--- src/rtl/timebase_ctrl.sv ---
// Watch timebase: 50 MHz prescaler producing 1 kHz / 1 Hz enable strobes,
// with run/pause and a valid/ready port for run-time ratio changes.
module timebase_ctrl #(
    parameter int CNT_W       = 17,
    parameter int DIV_DEFAULT = 50000,
    parameter int MS_PER_S    = 1000
) (
    input  logic             clk_50Mhz,
    input  logic             rst,
    input  logic             run,
    input  logic             cfg_valid,
    input  logic [CNT_W-1:0] cfg_div,
    output logic             cfg_ready,
    output logic             cfg_err,
    output logic             tick_1khz,
    output logic             tick_1hz,
    output logic [9:0]       ms_count,
    output logic [CNT_W-1:0] div_active
);

    typedef enum logic [1:0] {
        STOP = 2'd0,
        RUN  = 2'd1,
        PEND = 2'd2
    } state_t;

    state_t           state, state_nxt;
    logic [CNT_W-1:0] presc, presc_nxt;
    logic [CNT_W-1:0] div_nxt;
    logic [CNT_W-1:0] pend_div, pend_nxt;
    logic [9:0]       ms_nxt;
    logic             tick_nxt;
    logic             hz_nxt;
    logic             err_nxt;
    logic             ready_nxt;
    logic             adv;
    logic             xfer;
    logic             legal;
    logic             terminal;

    assign xfer     = cfg_valid && cfg_ready;
    assign legal    = cfg_div >= CNT_W'(2);
    assign terminal = presc == div_active - CNT_W'(1);

    always_ff @(posedge clk_50Mhz) begin
        if (rst) begin
            state      <= STOP;
            presc      <= '0;
            ms_count   <= '0;
            div_active <= CNT_W'(DIV_DEFAULT);
            pend_div   <= '0;
            tick_1khz  <= 1'b0;
            tick_1hz   <= 1'b0;
            cfg_err    <= 1'b0;
            cfg_ready  <= 1'b1;
        end else begin
            state      <= state_nxt;
            presc      <= presc_nxt;
            ms_count   <= ms_nxt;
            div_active <= div_nxt;
            pend_div   <= pend_nxt;
            tick_1khz  <= tick_nxt;
            tick_1hz   <= hz_nxt;
            cfg_err    <= err_nxt;
            cfg_ready  <= ready_nxt;
        end
    end

    always_comb begin
        state_nxt = state;
        presc_nxt = presc;
        ms_nxt    = ms_count;
        div_nxt   = div_active;
        pend_nxt  = pend_div;
        tick_nxt  = 1'b0;
        hz_nxt    = 1'b0;
        err_nxt   = xfer && !legal;
        adv       = 1'b0;

        unique case (state)
            STOP: begin
                if (xfer && legal) begin
                    div_nxt   = cfg_div;
                    presc_nxt = '0;
                    if (run) state_nxt = RUN;
                end else if (run) begin
                    state_nxt = RUN;
                    adv       = 1'b1;
                end
            end
            RUN: begin
                if (!run) begin
                    // Pausing suppresses any terminal count this cycle
                    state_nxt = STOP;
                    if (xfer && legal) begin
                        div_nxt   = cfg_div;
                        presc_nxt = '0;
                    end
                end else begin
                    adv = 1'b1;
                    if (xfer && legal) begin
                        pend_nxt  = cfg_div;
                        state_nxt = PEND;
                    end
                end
            end
            PEND: begin
                if (!run) begin
                    state_nxt = STOP;
                    div_nxt   = pend_div;
                    presc_nxt = '0;
                end else begin
                    adv = 1'b1;
                    if (terminal) begin
                        div_nxt   = pend_div;
                        state_nxt = RUN;
                    end
                end
            end
            default: state_nxt = STOP;
        endcase

        if (adv) begin
            if (terminal) begin
                presc_nxt = '0;
                tick_nxt  = 1'b1;
                if (ms_count == 10'(MS_PER_S - 1)) begin
                    ms_nxt = '0;
                    hz_nxt = 1'b1;
                end else begin
                    ms_nxt = ms_count + 10'd1;
                end
            end else begin
                presc_nxt = presc + CNT_W'(1);
            end
        end

        ready_nxt = state_nxt != PEND;
    end

endmodule

--- config.mk ---
export PLATFORM = sky130hd
export DESIGN_NAME = timebase_ctrl
export DESIGN_NICKNAME = d
export VERILOG_FILES = /design/src/rtl/timebase_ctrl.sv
export SDC_FILE = /design/constraint.sdc
export NUM_CORES = 1
export LEC_CHECK = 0
export CAP_MARGIN = 20
export CORE_ASPECT_RATIO = 1.5
export CORE_UTILIZATION = 50
export DETAILED_ROUTE_END_ITERATION = 6
export PLACE_DENSITY_LB_ADDON = 0.05
export SLEW_MARGIN = 15
export SYNTH_ARGS = -nofsm -noshare
export SYNTH_HDL_FRONTEND = slang
export SYNTH_SLANG_ARGS = --single-unit
--- constraint.sdc ---
create_clock -name clk_50Mhz -period 3.5 [get_ports clk_50Mhz]
set_clock_uncertainty 0.2 [all_clocks]
set_input_delay 0.35 -clock clk_50Mhz [delete_from_list [all_inputs] [get_ports clk_50Mhz]]
set_output_delay 0.35 -clock clk_50Mhz [all_outputs]
set_load 0.03 [all_outputs]
==> flow_summary.json <==
{
  "r2r_cells": 9,
  "powerDensity_mw_per_mm2": 405,
  "maxCapViolations": 0,
  "grt_pass1_wl_um": 18000,
  "setup_viol": 0,
  "fin_ws_ps": 131,
  "io_pins": 52,
  "io_buffers": 51,
  "ys_warn_count": 0,
  "ant_nets": 0,
  "drv_slew": 0,
  "dp_cells": 635,
  "met2_usage_pct": 46.5,
  "use_met3_pct": 4.40,
  "wl_per_cell_um": 17.9,
  "ctsLongestPathBuffers": 2,
  "regToRegSetupSlack_ps": 130,
  "status": "completed",
  "tightest_slew_ps": 918,
  "synth-async-reset-ratio_pct": 0,
  "final_area_sq_mm": 0.00518,
  "routed_wl_um": 11700,
  "cts-hold-fix-buffers": 0,
  "cp_data_arrival_time_ps": 3370,
  "multi_input_area_sq_mm": 0.00260,
  "vias": 4052,
  "fmax_mhz": 297,
  "start_util_pct": 52.4,
  "die_area_sq_mm": 0.00851,
  "use_met1_pct": 35.6,
  "leakage_nw": 1.80,
  "nets": 574,
  "clk-insertion-delay-late_ps": 340,
  "hp-start": "rst",
  "fillerInstances": 666,
  "synth.avg_cell_area_sq_um": 8.35,
  "row_count": 39,
  "dp_hpwl_um": 8090,
  "drc": 0,
  "timing.slew.headroom_pct": 38.8,
  "period_share_pct": 96.3,
  "firstDrtPassIters": 6,
  "crit_fanout": 34,
  "antenna_found_initial": 0,
  "overflow": 0,
  "fin_crit_ps": 3370,
  "final_cells": 653,
  "register_area_sq_mm": 0.00134,
  "syn_area_sq_mm": 0.00407,
  "die_h_um": 112,
  "post-place-ws_ps": 1.82,
  "hold_viol_final": 0,
  "drive_gt1_share_pct": 15.8,
  "hold_path_end": "presc[0]",
  "synth_nets": 515,
  "clock_sinks": 67,
  "grt_max_degree": 49,
  "synth.area.top_cells": "dfxtp_1 33%, mux2i_1 7.6%, nor2_1 4.0%, nor3_1 3.3%, nand2_1 2.9%",
  "synth.top_cell.area_share_pct": 33.0,
  "dpl_cell_area_sq_mm": 0.00481,
  "vias_per_cell": 6.21,
  "synth_top_area_cell": "dfxtp_1",
  "synthCells": 487,
  "critPathCaptureType": "register",
  "cts_tree": "yes",
  "fin_setup_tns_ps": 0,
  "worst-setup-path-type": "register to register",
  "htreeDepth": 3,
  "ys.flop_type": "dfxtp_1",
  "fp.dieW_um": 75.6,
  "path_clk_slew_ps": 50,
  "timing.rr.end": "div_active[8]",
  "grt_pass1_vias": 3671,
  "rsz0062_at_grt": "true",
  "drt_iter0_markers": 240,
  "clk_root_buffer_cell": "clkbuf_16",
  "r2r_start": "div_active[8]",
  "peakVddDrop_v": 0.000327,
  "hold_path_depth": 2,
  "grt_util_all_layers_pct": 28.2,
  "synth_edf_count": 0,
  "min_path_type": "input port to register",
  "syn_to_final_growth_pct": 27.4,
  "start_kind": "register",
  "antennaDiodeCount": 0,
  "synth_seq_cells": 67,
  "yosysUniqueCellTypes": 71,
  "gp_congestion": 0.923,
  "numCtsBuffers": 9,
  "synth-seq-area-share_pct": 33.0,
  "cp.required_ps": 3500,
  "grt.busiest_layer": "met2",
  "coreArea_sq_mm": 0.00776
}
cell usage in the layout, fill, tap and decap left out, drive strengths merged, types with 5 or more instances in the layout:
cell type,instances
nor4,12
xnor2,12
mux2i,31
nand3,19
a211oi,7
a31oi,8
nand2,32
nand4,12
nor3,28
a2111oi,7
inv,14
clkdlybuf4s50,50
a31o,10
nor2,43
buf,34
xor2,6
or4,10
clkbuf,14
ha,7
dfxtp,67
o21ai,8
nor2b,14
a21oi,22
or4b,5
and3,6
sequential cells by signal (all words and copies together), names as in the netlist:
| signal | count |
|---|---|
| cfg_err | 1 |
| cfg_ready | 1 |
| div_active | 17 |
| ms_count | 10 |
| pend_div | 17 |
| presc | 17 |
| state | 2 |
| tick_1hz | 1 |
| tick_1khz | 1 |
power by group:
group | switching (W) | internal (W)
combinational | 0.000227 | 0.000170
sequential | 0.0000270 | 0.000789
clock | 0.000315 | 0.000570
worst max path at each step:
stage	from	to	slack, ps	cells after the start
after floorplan	div_active[8]	presc[1]	10	11
after global placement	div_active[8]	div_active[15]	50	9
after detailed placement	div_active[8]	div_active[9]	2	9
after CTS	div_active[8]	div_active[8]	40	9
after global routing	div_active[8]	div_active[8]	-1	9
final	div_active[8]	div_active[8]	130	9
logic make-up (layout without fill, tap and decap cells):
logic type	after synthesis	in the layout	share of synthesized area (%)
flip-flops	67	67	33.0
multiplexers	32	32	7.91
AND/OR/NAND/NOR	207	207	27.7
AO/OA/AOI/OAI	105	105	19.9
buffers and inverters	50	114	4.92
adder cells (fa/ha/maj)	7	7	2.15
XOR/XNOR	19	19	4.43
cell type report:
type,instances,share of cell area [%]
Clock buffer,14,4.90
Multi-Input combinational cell,370,50.2
Timing Repair Buffer,84,14.9
Tap cell,102,2.46
Inverter,14,1.01
Clock inverter,2,0.676
Sequential cell,67,25.9
cells in the mapped netlist (4+ instances only):
| cell | number |
|---|---|
| a31oi_1 | 8 |
| a211oi_1 | 7 |
| ha_1 | 7 |
| a41oi_1 | 4 |
| xor2_1 | 6 |
| dfxtp_1 | 67 |
| o21ai_0 | 7 |
| a31o_2 | 10 |
| nand2_1 | 31 |
| clkbuf_1 | 27 |
| or4b_2 | 5 |
| a21oi_1 | 21 |
| or4_1 | 8 |
| nor2_1 | 43 |
| nand2b_1 | 4 |
| nand4_1 | 12 |
| mux2i_1 | 31 |
| nor2b_1 | 14 |
| a2111oi_0 | 4 |
| or3_1 | 4 |
| buf_2 | 4 |
| nor3_1 | 27 |
| o211ai_1 | 4 |
| nor4_1 | 12 |
| and3_1 | 6 |
| xnor2_1 | 12 |
| inv_1 | 14 |
| nand3_1 | 19 |
stage by stage:
step	util (%)	hold WS, ps	total power, W
2_1_floorplan	-	256	0.00106
3_3_place_gp	61.9	270	0.00121
3_5_place_dp	61.9	277	0.00121
4_1_cts	65.7	244	0.00209
5_1_grt	66.8	265	0.00217
6_report	66.8	252	0.00210
repair_timing:
action,in CTS,in global routing
buffers inserted,0,1
gates resized for setup,1,15
pin swaps,0,2
setup endpoints to repair,1,18
per-layer routing:
| layer | routed length, um | share of wire (%) |
|---|---|---|
| met1 | 5050 | 43 |
| met2 | 5700 | 49 |
| met3 | 511 | 4.4 |
| met4 | 406 | 3.5 |
| met5 | 0 | 0 |
worst max-delay path, cell delays in order (launching register included):
cell and delay, ps:
dfxtp_1 310, or4_4 530, or4_4 450, or4_1 410, o21a_1 220, a2111oi_4 410, a21oi_2 120, buf_12 190
a2111oi_2 320, a21oi_1 70
Power figures use the tool's default switching activity.
==> variant 1, RTL diff (same flow settings) <==
Reset style: asynchronous (`rst`), changed in one clocked block.
--- a/src/rtl/timebase_ctrl.sv
+++ b/src/rtl/timebase_ctrl.sv
@@ -44,3 +44,3 @@
 
-    always_ff @(posedge clk_50Mhz) begin
+    always_ff @(posedge clk_50Mhz or posedge rst) begin
         if (rst) begin
Check against the original RTL: differs if rst is asserted again (counterexample within 4 cycles, from zero or initial values and one cycle with rst high); with rst held inactive, the same outputs for 4 cycles.
==> variant 1 against the unedited design <==
Global-route usage fell by 4.0 points. Final cell count fell by 15%. Setup slack improved by 0.15 ns. Die area rose by 0.15%. Routed wire length fell by 22%. Area after synthesis rose by 0.15%. Sequential cell count did not move. Cell area fell by 3.7%.
Power is not compared: it rests on default switching activity, and its combinational part moved more than twofold at a synthesized area within 25%.
==> variant 1: results (changes against the unedited design) <==
| Metric | Value |
|---|---|
| Result of the run | finished, final reports clean |
| Net count after synthesis | 423 (-18%) |
| Worst stage delay on the critical path | 0.67 ns (+0.14 ns) |
| Placed instance area | 0.00470 mm^2 (-2.2%) |
| Cell Count Post-Placement | 542 (-15%) |
| Launch point of the worst path | div_active[0] |
| Share of final-layout standard cells stronger than drive strength 1 | 22.7% (+6.9 points) |
| Maximum number of pins on one net before global-route repair | 40 (-18%) |
| Commonest cells in the netlist | 60 x sky130_fd_sc_hd__dfrtp_1, 42 x sky130_fd_sc_hd__mux2_2, 31 x sky130_fd_sc_hd__nor2_1 |
| Synth Area in Adders | 2.15% (-0.0033 points) |
| Async SR Flop Fraction | 100% (+100 points) |
| Worst Path Arrival | 3.23 ns (-0.14 ns) |
| Area fraction in compound gates after synthesis | 11.3% (-8.6 points) |
| Number of buffers added on ports | 51 (unchanged) |
| Maximum root-to-sink buffer count | 2 (unchanged) |
| WL/cell | 16.4 um (-8.4%) |
| Mux share of post-synthesis cell area | 16.8% (+8.9 points) |
| Type of the tightest min-delay check | input pin to asynchronous set/reset pin |
| Via count of the first global-routing pass | 3,164 (-14%) |
| Sequential-to-total area share from yosys stat | 41.4% (+8.4 points) |
| Routability Congestion | 0.793 (-14%) |
| Biggest fanout along the worst timing path | 22 (-35%) |
| Detailed router's first-iteration violation count | 213 (-11%) |
| Worst-case reg-to-reg path depth | 10 (+1) |
| Final-layout fill cell count | 681 (+2.3%) |
| Master of the slowest instance on the critical path | sky130_fd_sc_hd__or4b_4 |
| Post-cts gate resize count | 0 (-1) |
| Largest cells by area after synthesis | sky130_fd_sc_hd__dfrtp_1 37%, sky130_fd_sc_hd__mux2_2 12%, sky130_fd_sc_hd__dfstp_2 4.5% |
| Count of different cell masters after synthesis | 60 (-15%) |
| Pin slew with the least headroom to its limit | 0.823 ns (-0.0942 ns) |
| Aggregate routed wire length | 9130 um (-22%) |
| Area share of xor/xnor cells in the synthesized design | 5.80% (+1.4 points) |
| Wire length of the first global-routing pass | 15,400 um (-14%) |
| Synthesized area per cell | 10.3 um^2 (+23%) |
| Reg-to-reg slack, setup | 0.28 ns (+0.15 ns) |
| Detail-routed via count per cell | 5.72 (-7.9%) |
| Global router's overall resource usage | 24.1% (-4.0 points) |
| Final net count | 476 (-17%) |
| Crit path to | presc[4] |
| Post-DP HPWL | 6740 um (-17%) |
-- variant 1: changes by cell type after synthesis, moves of 14 or more --
cell	before	now
sky130_fd_sc_hd__nor3_1	27	4
sky130_fd_sc_hd__a21oi_1	21	7
sky130_fd_sc_hd__dfxtp_1	67	0
sky130_fd_sc_hd__mux2i_1	31	9
sky130_fd_sc_hd__mux2_2	1	42
sky130_fd_sc_hd__clkbuf_1	27	12
sky130_fd_sc_hd__dfrtp_1	0	60
-- variant 1: metrics by stage --
stage	util [%]	total power, uW	worst slack [ns]
global placement	59.1	3150	0.247
floorplan	-	2610	0.330
detailed placement	59.1	3190	0.189
global route	62.8	4300	0.0176
finish	62.8	4050	0.284
CTS	62.7	4080	0.158
-- variant 1: worst max-delay path, delay by kind of cell (launching register included) --
| family | cells | cell delay (ns) |
|---|---|---|
| flops | 1 | 0.42 |
| fa+ha+maj | 1 | 0.26 |
| simple gates | 5 | 1.47 |
| compound gates | 3 | 0.64 |
| buf+inv | 1 | 0.10 |
-- variant 1: cell families after synthesis --
group | Yosys count
buffers and inverters | 30
xor gates and xnor gates | 27
adders and majority gates | 7
DFF | 67
muxes | 59
AOI/OAI and AO/OA | 65
and+or+nand+nor | 140
-- variant 1: worst min-delay path by stage --
| stage | slack, ns | to | cells after the start |
|---|---|---|---|
| 6_report | 0.30 | pend_div[10] | 2 |
| 3_3_place_gp | 0.28 | pend_div[8] | 1 |
| 2_1_floorplan | 0.27 | cfg_err | 2 |
| 4_1_cts | 0.30 | pend_div[6] | 1 |
| 3_5_place_dp | 0.29 | pend_div[4] | 1 |
| 5_1_grt | 0.31 | pend_div[4] | 1 |
-- variant 1: final cells by class --
class,count,share of cell area (%)
repair buffers,61,12.0
clock buffers,10,4.59
multi-input cells,298,45.1
inverters,11,0.827
flip-flops and latches,67,33.8
well taps,105,2.63
clock inverters,6,1.15
-- variant 1: power by group through the flow --
stage                     Clock [uW]  Sequential, uW  Combinational [uW]
after floorplan                    0            1470                1150
after global placement             0            1350                1800
after detailed placement           0            1360                1830
after CTS                        890            1350                1850
after global routing             917            1390                1990
final                            870            1350                1830
-- variant 1: metal layers --
layer / GRT usage, % / part of all wire (%)
met2: 39.8 / 52
met3: 5.57 / 3.2
met5: 0 / 0
met4: 8.40 / 1.9
met1: 30.4 / 43
==> variant 2, RTL diff (same flow settings) <==
Without the edit above. `CNT_W`: 17 -> 13.
--- a/src/rtl/timebase_ctrl.sv
+++ b/src/rtl/timebase_ctrl.sv
@@ -3,3 +3,3 @@
 module timebase_ctrl #(
-    parameter int CNT_W       = 17,
+    parameter int CNT_W       = 13,
     parameter int DIV_DEFAULT = 50000,
Interface: changed (resized cfg_div and div_active); port bits go from 52 to 44. The function was not compared with the original's and may differ.
==> variant 2 against the unedited design <==
Critical path type unchanged. Sequential share of layout area rose by 4.1 points. Sequential power down 16%. Power shrank 33%. Cell area fell by 29%. Setup slack better by 0.076 ns. Area after synthesis is 25% lower. Clock power is 51% lower. Routed wire length shrank 37%. Die area down 24%. Via count decreased by 30%. Sequential cell count shrank 12.
==> variant 2: results (changes against the unedited design) <==
| Metric | Value |
|---|---|
| Area share of xor/xnor cells in the synthesized design | 7.13% (+2.7 points) |
| Maximum number of pins on one net before global-route repair | 48 (-2.0%) |
| Post-cts gate resize count | 0 (-1) |
| Clock transition at path regs | 0.11 ns (+0.06 ns) |
| Synth Area in Adders | 2.85% (+0.70 points) |
| Sequential-to-total area share from yosys stat | 35.9% (+2.9 points) |
| Type of the tightest min-delay check | register to register |
| Commonest cells in the netlist | 55 x sky130_fd_sc_hd__dfxtp_1, 46 x sky130_fd_sc_hd__nand2_1, 38 x sky130_fd_sc_hd__a21oi_1 |
| Count of different cell masters after synthesis | 52 (-27%) |
| Share of final-layout standard cells stronger than drive strength 1 | 6.55% (-9.2 points) |
| Worst-case reg-to-reg path depth | 10 (+1) |
| Routability Congestion | 0.855 (-7.4%) |
| Multi-input gate share of total cell area | 49.8% (-0.31 points) |
| Total leakage power | 0.00126 uW (-30%) |
| Maximum level of the CTS H-tree | 2 (-1) |
| Result of the run | finished, final reports clean |
| Via count of the first global-routing pass | 2,618 (-29%) |
| Detailed router's first-iteration violation count | 143 (-40%) |
| WL met3 | 197 um (-61%) |
| Peak supply drop | 0.000275 V (-16%) |
| Largest cells by area after synthesis | sky130_fd_sc_hd__dfxtp_1 36%, sky130_fd_sc_hd__a21oi_1 6.2%, sky130_fd_sc_hd__nand2_1 5.6% |
| Final net count | 435 (-24%) |
| Worst Path Arrival | 3.31 ns (-0.06 ns) |
| First-pass iteration count of the detailed router | 4 (-2) |
| Wl on met1 | 3100 um (-39%) |
| Source-to-sink clock delay at the later pin of the worst-skew pair | 0.31 ns (-0.03 ns) |
| Global router's overall resource usage | 23.4% (-4.8 points) |
| Number of buffers added on ports | 43 (-16%) |
| Launch point of the worst path | div_active[0] |
| Met1 track utilization from global routing | 26.6% (-9.0 points) |
| Detailed-route via count | 2,838 (-30%) |
| Met3 track utilization from global routing | 3.62% (-0.78 points) |
| Net count after synthesis | 396 (-23%) |
| Area fraction in compound gates after synthesis | 19.0% (-0.83 points) |
| Aggregate routed wire length | 7300 um (-37%) |
| Pin slew with the least headroom to its limit | 0.967 ns (+0.0496 ns) |
| Count of non-CTS buffers in the layout | 54 (-36%) |
| Metal2 WL | 3910 um (-31%) |
| Grt met2 use | 43.1% (-3.5 points) |
| Wire length of the first global-routing pass | 12,100 um (-33%) |
| Multi-input gates | 289 (-22%) |
| Biggest fanout along the worst timing path | 13 (-62%) |
| Post-DP HPWL | 5410 um (-33%) |
| Registers with the most flip-flops | div_active (13), pend_div (13), presc (13) |
| Root cell of the clock tree | sky130_fd_sc_hd__clkbuf_8 |
variant 2: changes by cell type after synthesis, sizes merged, moves of 8 or more:
cell	before	now
a311oi	0	10
nor2	43	31
nand2	32	46
nor3	28	5
mux2i	31	14
inv	14	6
a31o	10	0
a21oi	22	38
clkbuf	27	13
dfxtp	67	55
variant 2: path summary, 6_finish.rpt:
kind	end	slack (ns)
max	div_active[12]	0.21
min	pend_div[0]	0.26
max reg2reg	div_active[12]	0.21
min reg2reg	pend_div[0]	0.26
variant 2: per-stage QoR:
step	cells	instance area [um^2]	setup WS [ns]	power [uW]	hold slack [ns]
floorplan	372	3070	0.563	884	0.236
global placement	476	3560	0.237	974	0.241
detailed placement	476	3560	0.250	978	0.248
CTS	484	3670	0.259	1410	0.263
global route	484	3670	0.0286	1470	0.291
finish	484	3670	0.207	1400	0.259
variant 2: where the power goes:
group	leakage, uW	switching (uW)	internal [uW]
clock	0.0000548	220	216
combinational	0.000762	158	121
sequential	0.000447	35.8	650
total	0.00126	414	987
